$ cat config.mk
export PLATFORM = sky130hd
export DESIGN_NAME = rf_wb_arbiter
export DESIGN_NICKNAME = d
export VERILOG_FILES = /design/src/rtl/rf_wb_arbiter.sv
export SDC_FILE = /design/constraint.sdc
export NUM_CORES = 1
export LEC_CHECK = 0
export CORE_ASPECT_RATIO = 1.1
export CORE_UTILIZATION = 43
export DETAILED_ROUTE_END_ITERATION = 16
export HOLD_SLACK_MARGIN = 0.02
export MAX_ROUTING_LAYER = met4
export PLACE_DENSITY = 0.85
export SYNTH_ARGS = -nofsm -noshare
export SYNTH_HDL_FRONTEND = slang
export SYNTH_SLANG_ARGS = --single-unit
$ cat constraint.sdc
create_clock -name clk -period 2.3 [get_ports clk]
set_input_delay 0.69 -clock clk [delete_from_list [all_inputs] [get_ports clk]]
set_output_delay 0.69 -clock clk [all_outputs]
set_load 0.02 [all_outputs]
$ cat src/rtl/rf_wb_arbiter.sv
// Write-port controller for the 32x32 register file: clears x1..x31 after reset or on request,
// then round-robin arbitrates execute/memory writebacks onto a single registered write port.
module rf_wb_arbiter #(
    parameter int XLEN = 32,
    parameter int AW   = 5
) (
    input  logic            clk,
    input  logic            rst,
    input  logic            clear_req,
    input  logic            ex_valid,
    output logic            ex_ready,
    input  logic [AW-1:0]   ex_addr,
    input  logic [XLEN-1:0] ex_data,
    input  logic            mem_valid,
    output logic            mem_ready,
    input  logic [AW-1:0]   mem_addr,
    input  logic [XLEN-1:0] mem_data,
    output logic            rf_we,
    output logic [AW-1:0]   rf_wa,
    output logic [XLEN-1:0] rf_wd,
    output logic            init_done
);

    typedef enum logic {
        INIT = 1'b0,
        RUN  = 1'b1
    } state_t;

    state_t          state_reg, state_next;
    logic [AW-1:0]   clr_cnt_reg, clr_cnt_next;
    logic            rr_ptr_reg, rr_ptr_next;
    logic            rf_we_reg, rf_we_next;
    logic [AW-1:0]   rf_wa_reg, rf_wa_next;
    logic [XLEN-1:0] rf_wd_reg, rf_wd_next;
    logic            init_done_reg, init_done_next;
    logic            ex_grant, mem_grant;
    logic            last_clear;

    // The clear ends on the edge that writes the highest address.
    assign last_clear = (clr_cnt_reg == {AW{1'b1}});

    always_ff @(posedge clk or posedge rst) begin
        if (rst) begin
            state_reg     <= INIT;
            clr_cnt_reg   <= AW'(1);
            rr_ptr_reg    <= 1'b0;
            rf_we_reg     <= 1'b0;
            rf_wa_reg     <= '0;
            rf_wd_reg     <= '0;
            init_done_reg <= 1'b0;
        end else begin
            state_reg     <= state_next;
            clr_cnt_reg   <= clr_cnt_next;
            rr_ptr_reg    <= rr_ptr_next;
            rf_we_reg     <= rf_we_next;
            rf_wa_reg     <= rf_wa_next;
            rf_wd_reg     <= rf_wd_next;
            init_done_reg <= init_done_next;
        end
    end

    always_comb begin
        state_next = state_reg;
        case (state_reg)
            INIT:    if (last_clear) state_next = RUN;
            RUN:     if (clear_req) state_next = INIT;
            default: state_next = INIT;
        endcase
    end

    // rr_ptr = 0 favours execute on contention, 1 favours memory.
    always_comb begin
        ex_grant  = 1'b0;
        mem_grant = 1'b0;
        if (state_reg == RUN && !clear_req) begin
            if (ex_valid && (!mem_valid || !rr_ptr_reg)) begin
                ex_grant = 1'b1;
            end else if (mem_valid) begin
                mem_grant = 1'b1;
            end
        end
    end

    always_comb begin
        clr_cnt_next   = clr_cnt_reg;
        rr_ptr_next    = rr_ptr_reg;
        rf_we_next     = 1'b0;
        rf_wa_next     = rf_wa_reg;
        rf_wd_next     = rf_wd_reg;
        init_done_next = init_done_reg;
        case (state_reg)
            INIT: begin
                rf_we_next     = 1'b1;
                rf_wa_next     = clr_cnt_reg;
                rf_wd_next     = '0;
                clr_cnt_next   = clr_cnt_reg + AW'(1);
                init_done_next = last_clear;
            end
            RUN: begin
                init_done_next = 1'b1;
                if (clear_req) begin
                    init_done_next = 1'b0;
                    clr_cnt_next   = AW'(1);
                end else if (ex_grant) begin
                    rf_we_next  = (ex_addr != '0);
                    rf_wa_next  = ex_addr;
                    rf_wd_next  = ex_data;
                    rr_ptr_next = 1'b1;
                end else if (mem_grant) begin
                    // x0 writes still complete the handshake but never reach the file.
                    rf_we_next  = (mem_addr != '0);
                    rf_wa_next  = mem_addr;
                    rf_wd_next  = mem_data;
                    rr_ptr_next = 1'b0;
                end
            end
            default: ;
        endcase
    end

    assign ex_ready  = ex_grant;
    assign mem_ready = mem_grant;
    assign rf_we     = rf_we_reg;
    assign rf_wa     = rf_wa_reg;
    assign rf_wd     = rf_wd_reg;
    assign init_done = init_done_reg;

endmodule

==> impl_summary.log <==
INFO  metric viasPerCell = 5.45
INFO  metric report.final.hold_viol_count = 0
INFO  metric clock_tree_from_tritoncts = built
INFO  metric stdcell_count = 458
INFO  metric postSynthAreaPerCell = 9.06 um2
INFO  metric holdCritPathClass = register to register
INFO  metric grt_antenna_before_repair = 0
INFO  metric timing.clock.skew = 0.00463 ns
INFO  metric global_placer_s_final_weighted_congestion = 0.902
INFO  metric grt_pass1_vias = 2507
INFO  metric synthesis.area = 2380 um2
INFO  metric floorplan.io_pins = 120
INFO  metric drv.max_cap_violation_count = 0
INFO  metric tightest_slew = 0.440 ns
INFO  metric clock_path_buffers = 2
INFO  metric ys_dominant_reg_cell = sky130_fd_sc_hd__dfrtp_1
INFO  metric depth_of_the_cts_h_tree = 2
INFO  metric globalRoute.totalOverflow = 0
INFO  metric areaGrowthSynthToFinish = 58.8%
INFO  metric yosys_warnings = 0
INFO  metric critPathArrivalTime = 1.52 ns
INFO  metric dp.final_hpwl = 5190 um
INFO  metric route.antenna.remaining_nets = 0
INFO  metric multi_input_comb_area = 1030 um2
INFO  metric synthesis.nets = 344
INFO  metric post_synth_edffs = 0
INFO  metric crit_path_end_kind = output pin
INFO  metric most-common-layout-cells = 114 x sky130_fd_sc_hd__clkdlybuf4s50_1, 43 x sky130_fd_sc_hd__dfrtp_1, 39 x sky130_fd_sc_hd__nand3_1
INFO  metric post_synth_num_cell_types = 36
INFO  metric min_period_over_period = 0.961
INFO  metric finalNetCount = 463
INFO  metric grt_first_pass_wirelength = 11800 um
INFO  metric clk_pin_slew_worst_paths = 0.08 ns
INFO  metric fmaxAchievable = 453 MHz
INFO  metric timing.critical_path.required = 1.61 ns
INFO  metric cp_max_fo = 5
INFO  metric routed_wirelength = 7260 um
INFO  metric detailedRoute.firstPassIterationCount = 4
INFO  metric clock_sink_count = 45
INFO  metric clock_tree.root_cell = sky130_fd_sc_hd__clkbuf_8
INFO  metric final_max_slew_viol_count = 0
INFO  metric timing.hold.ws = 0.531 ns
INFO  metric seq_area = 1130 um2
INFO  metric grt_start_max_net_pins = 38
INFO  metric route.detailed.wl_per_inst = 15.8 um
INFO  metric clk_lat_worst_skew = 0.29 ns
INFO  metric floorplan.die.width = 73.0 um
INFO  metric fp.dieH = 80.1 um
INFO  metric first_iter_violations = 138
INFO  metric worst_case_vdd_ir_drop = 0.000644 V
INFO  metric number_of_flip_flops_under_the_largest_register_name = 32
INFO  metric quantity_of_gates_resized_following_cts = 16
INFO  metric io_buffer_count = 119
INFO  metric area_of_the_die = 5840 um2
INFO  metric effective_utilization_at_floorplan = 0.444
INFO  metric critPathKind = primary input to output pin
INFO  metric ys_seq_elements = 45
INFO  metric post_synth_inst_count = 263
INFO  metric grt_setup_unrepaired = no
INFO  metric layout.cells.most_common = sky130_fd_sc_hd__clkdlybuf4s50_1
INFO  metric leakage = 1.51 nW
INFO  metric sequential_share_of_the_synthesized_area = 0.473
INFO  metric globalRouteTotalUtil = 0.271
INFO  metric antenna_cells_inserted = 0
INFO  metric post-route-drc-count = 0
INFO  metric finalSetupViolCount = 0
INFO  metric fin_crit = 2.21 ns
INFO  metric core_region_area = 5360 um2
INFO  metric worst_setup_sp_type = primary input
INFO  metric routed-via-count = 2498
INFO  metric row_count = 28
INFO  metric cts_setup_buffers = 0
INFO  metric timing.max_slew.rel_slack = 0.706
INFO  metric drive_gt1_frac = 0.0992
INFO  metric status = finished clean
INFO  metric pwr_density_cell = 709 nW/um2
INFO  metric fillers = 429
INFO  metric dp.cells = 450
INFO  metric cts_hold_repair.buffers = 0
INFO  metric cts_inserted_buffers = 5
INFO  metric asyncSetResetFlopFracSynth = 1.00
-- report_power, final --
part,total [mW],leakage [nW],internal (mW),switching (mW)
Clock,0.691,0.0681,0.431,0.259
Combinational,0.945,0.848,0.469,0.476
Sequential,1.05,0.598,0.941,0.107
Total,2.68,1.51,1.84,0.843
-- cells in the mapped netlist (all sizes together), types with 3 or more instances --
library cell	count	area, um2
inv	9	33.8
nand3	39	195
nand2	39	154
nor3	32	160
buf	26	198
nor2	4	15.0
o2111ai	3	26.3
a31oi	33	206
nor2b	4	25.0
o21ai	3	15.0
dfrtp	44	1100
nand4	3	18.8
-- stage by stage --
step	instance area [um2]	power, mW	setup WS (ns)	setup TNS [ns]	util
6_report	3780	2.68	0.0908	0	0.706
3_5_place_dp	3650	2.00	-0.669	-1.73	0.681
2_1_floorplan	2380	1.56	0.176	0	-
3_3_place_gp	3650	1.97	-0.610	-1.13	0.681
4_1_cts	3780	2.70	0.0991	0	0.706
5_1_grt	3780	2.84	0.0567	0	0.706
-- metal layers --
layer,global-route usage,share of wire,vias to the layer above
met5,-,0,-
met1,0.334,0.43,1184
met2,0.457,0.49,117
met4,0.0804,0.017,0
li1,-,-,1188
met3,0.0452,0.070,9
-- critical path, cell delays in order --
cell	delay [ns]
sky130_fd_sc_hd__dlygate4sd2_1	0.28
sky130_fd_sc_hd__nand3b_2	0.25
sky130_fd_sc_hd__nor2_1	0.12
sky130_fd_sc_hd__buf_2	0.17
-- final cells by class --
class	instances	share of cell area
inverters	9	0.00959
multi-input cells	183	0.271
clock buffers	5	0.0182
well taps	75	0.0248
repair buffers	138	0.361
clock inverters	3	0.0172
flip-flops and latches	45	0.298
-- cell families (layout without fill, tap and decap cells) --
logic type / after synthesis / after routing / synth area share
AND/OR/NAND/NOR: 128 / 128 / 0.261
flip-flops: 45 / 45 / 0.473
XOR/XNOR: 1 / 1 / 0.00368
AO/OA/AOI/OAI: 52 / 52 / 0.155
buffers and inverters: 35 / 155 / 0.0972
adder cells (fa/ha/maj): 2 / 2 / 0.0105
-- path summary, 6_finish.rpt --
| kind | start | depth (start not counted) | endpoint | slack (ns) |
|---|---|---|---|---|
| setup reg to reg | init_done$_DFF_PP0_ | 6 | clr_cnt_reg[2]$_DFFE_PP0P_ | 0.76 |
| setup / recovery | clear_req | 4 | mem_ready | 0.09 |
| max in group asynchronous | rst | 3 | rf_wd[29]$_DFFE_PP0P_ | 1.01 |
| hold / removal | clr_cnt_reg[0]$_DFFE_PP1P_ | 2 | clr_cnt_reg[0]$_DFFE_PP1P_ | 0.53 |
| hold reg to reg | clr_cnt_reg[0]$_DFFE_PP1P_ | 2 | clr_cnt_reg[0]$_DFFE_PP1P_ | 0.53 |
| min in group asynchronous | rst | 2 | clr_cnt_reg[2]$_DFFE_PP0P_ | 0.74 |
Power figures use the tool's default switching activity.
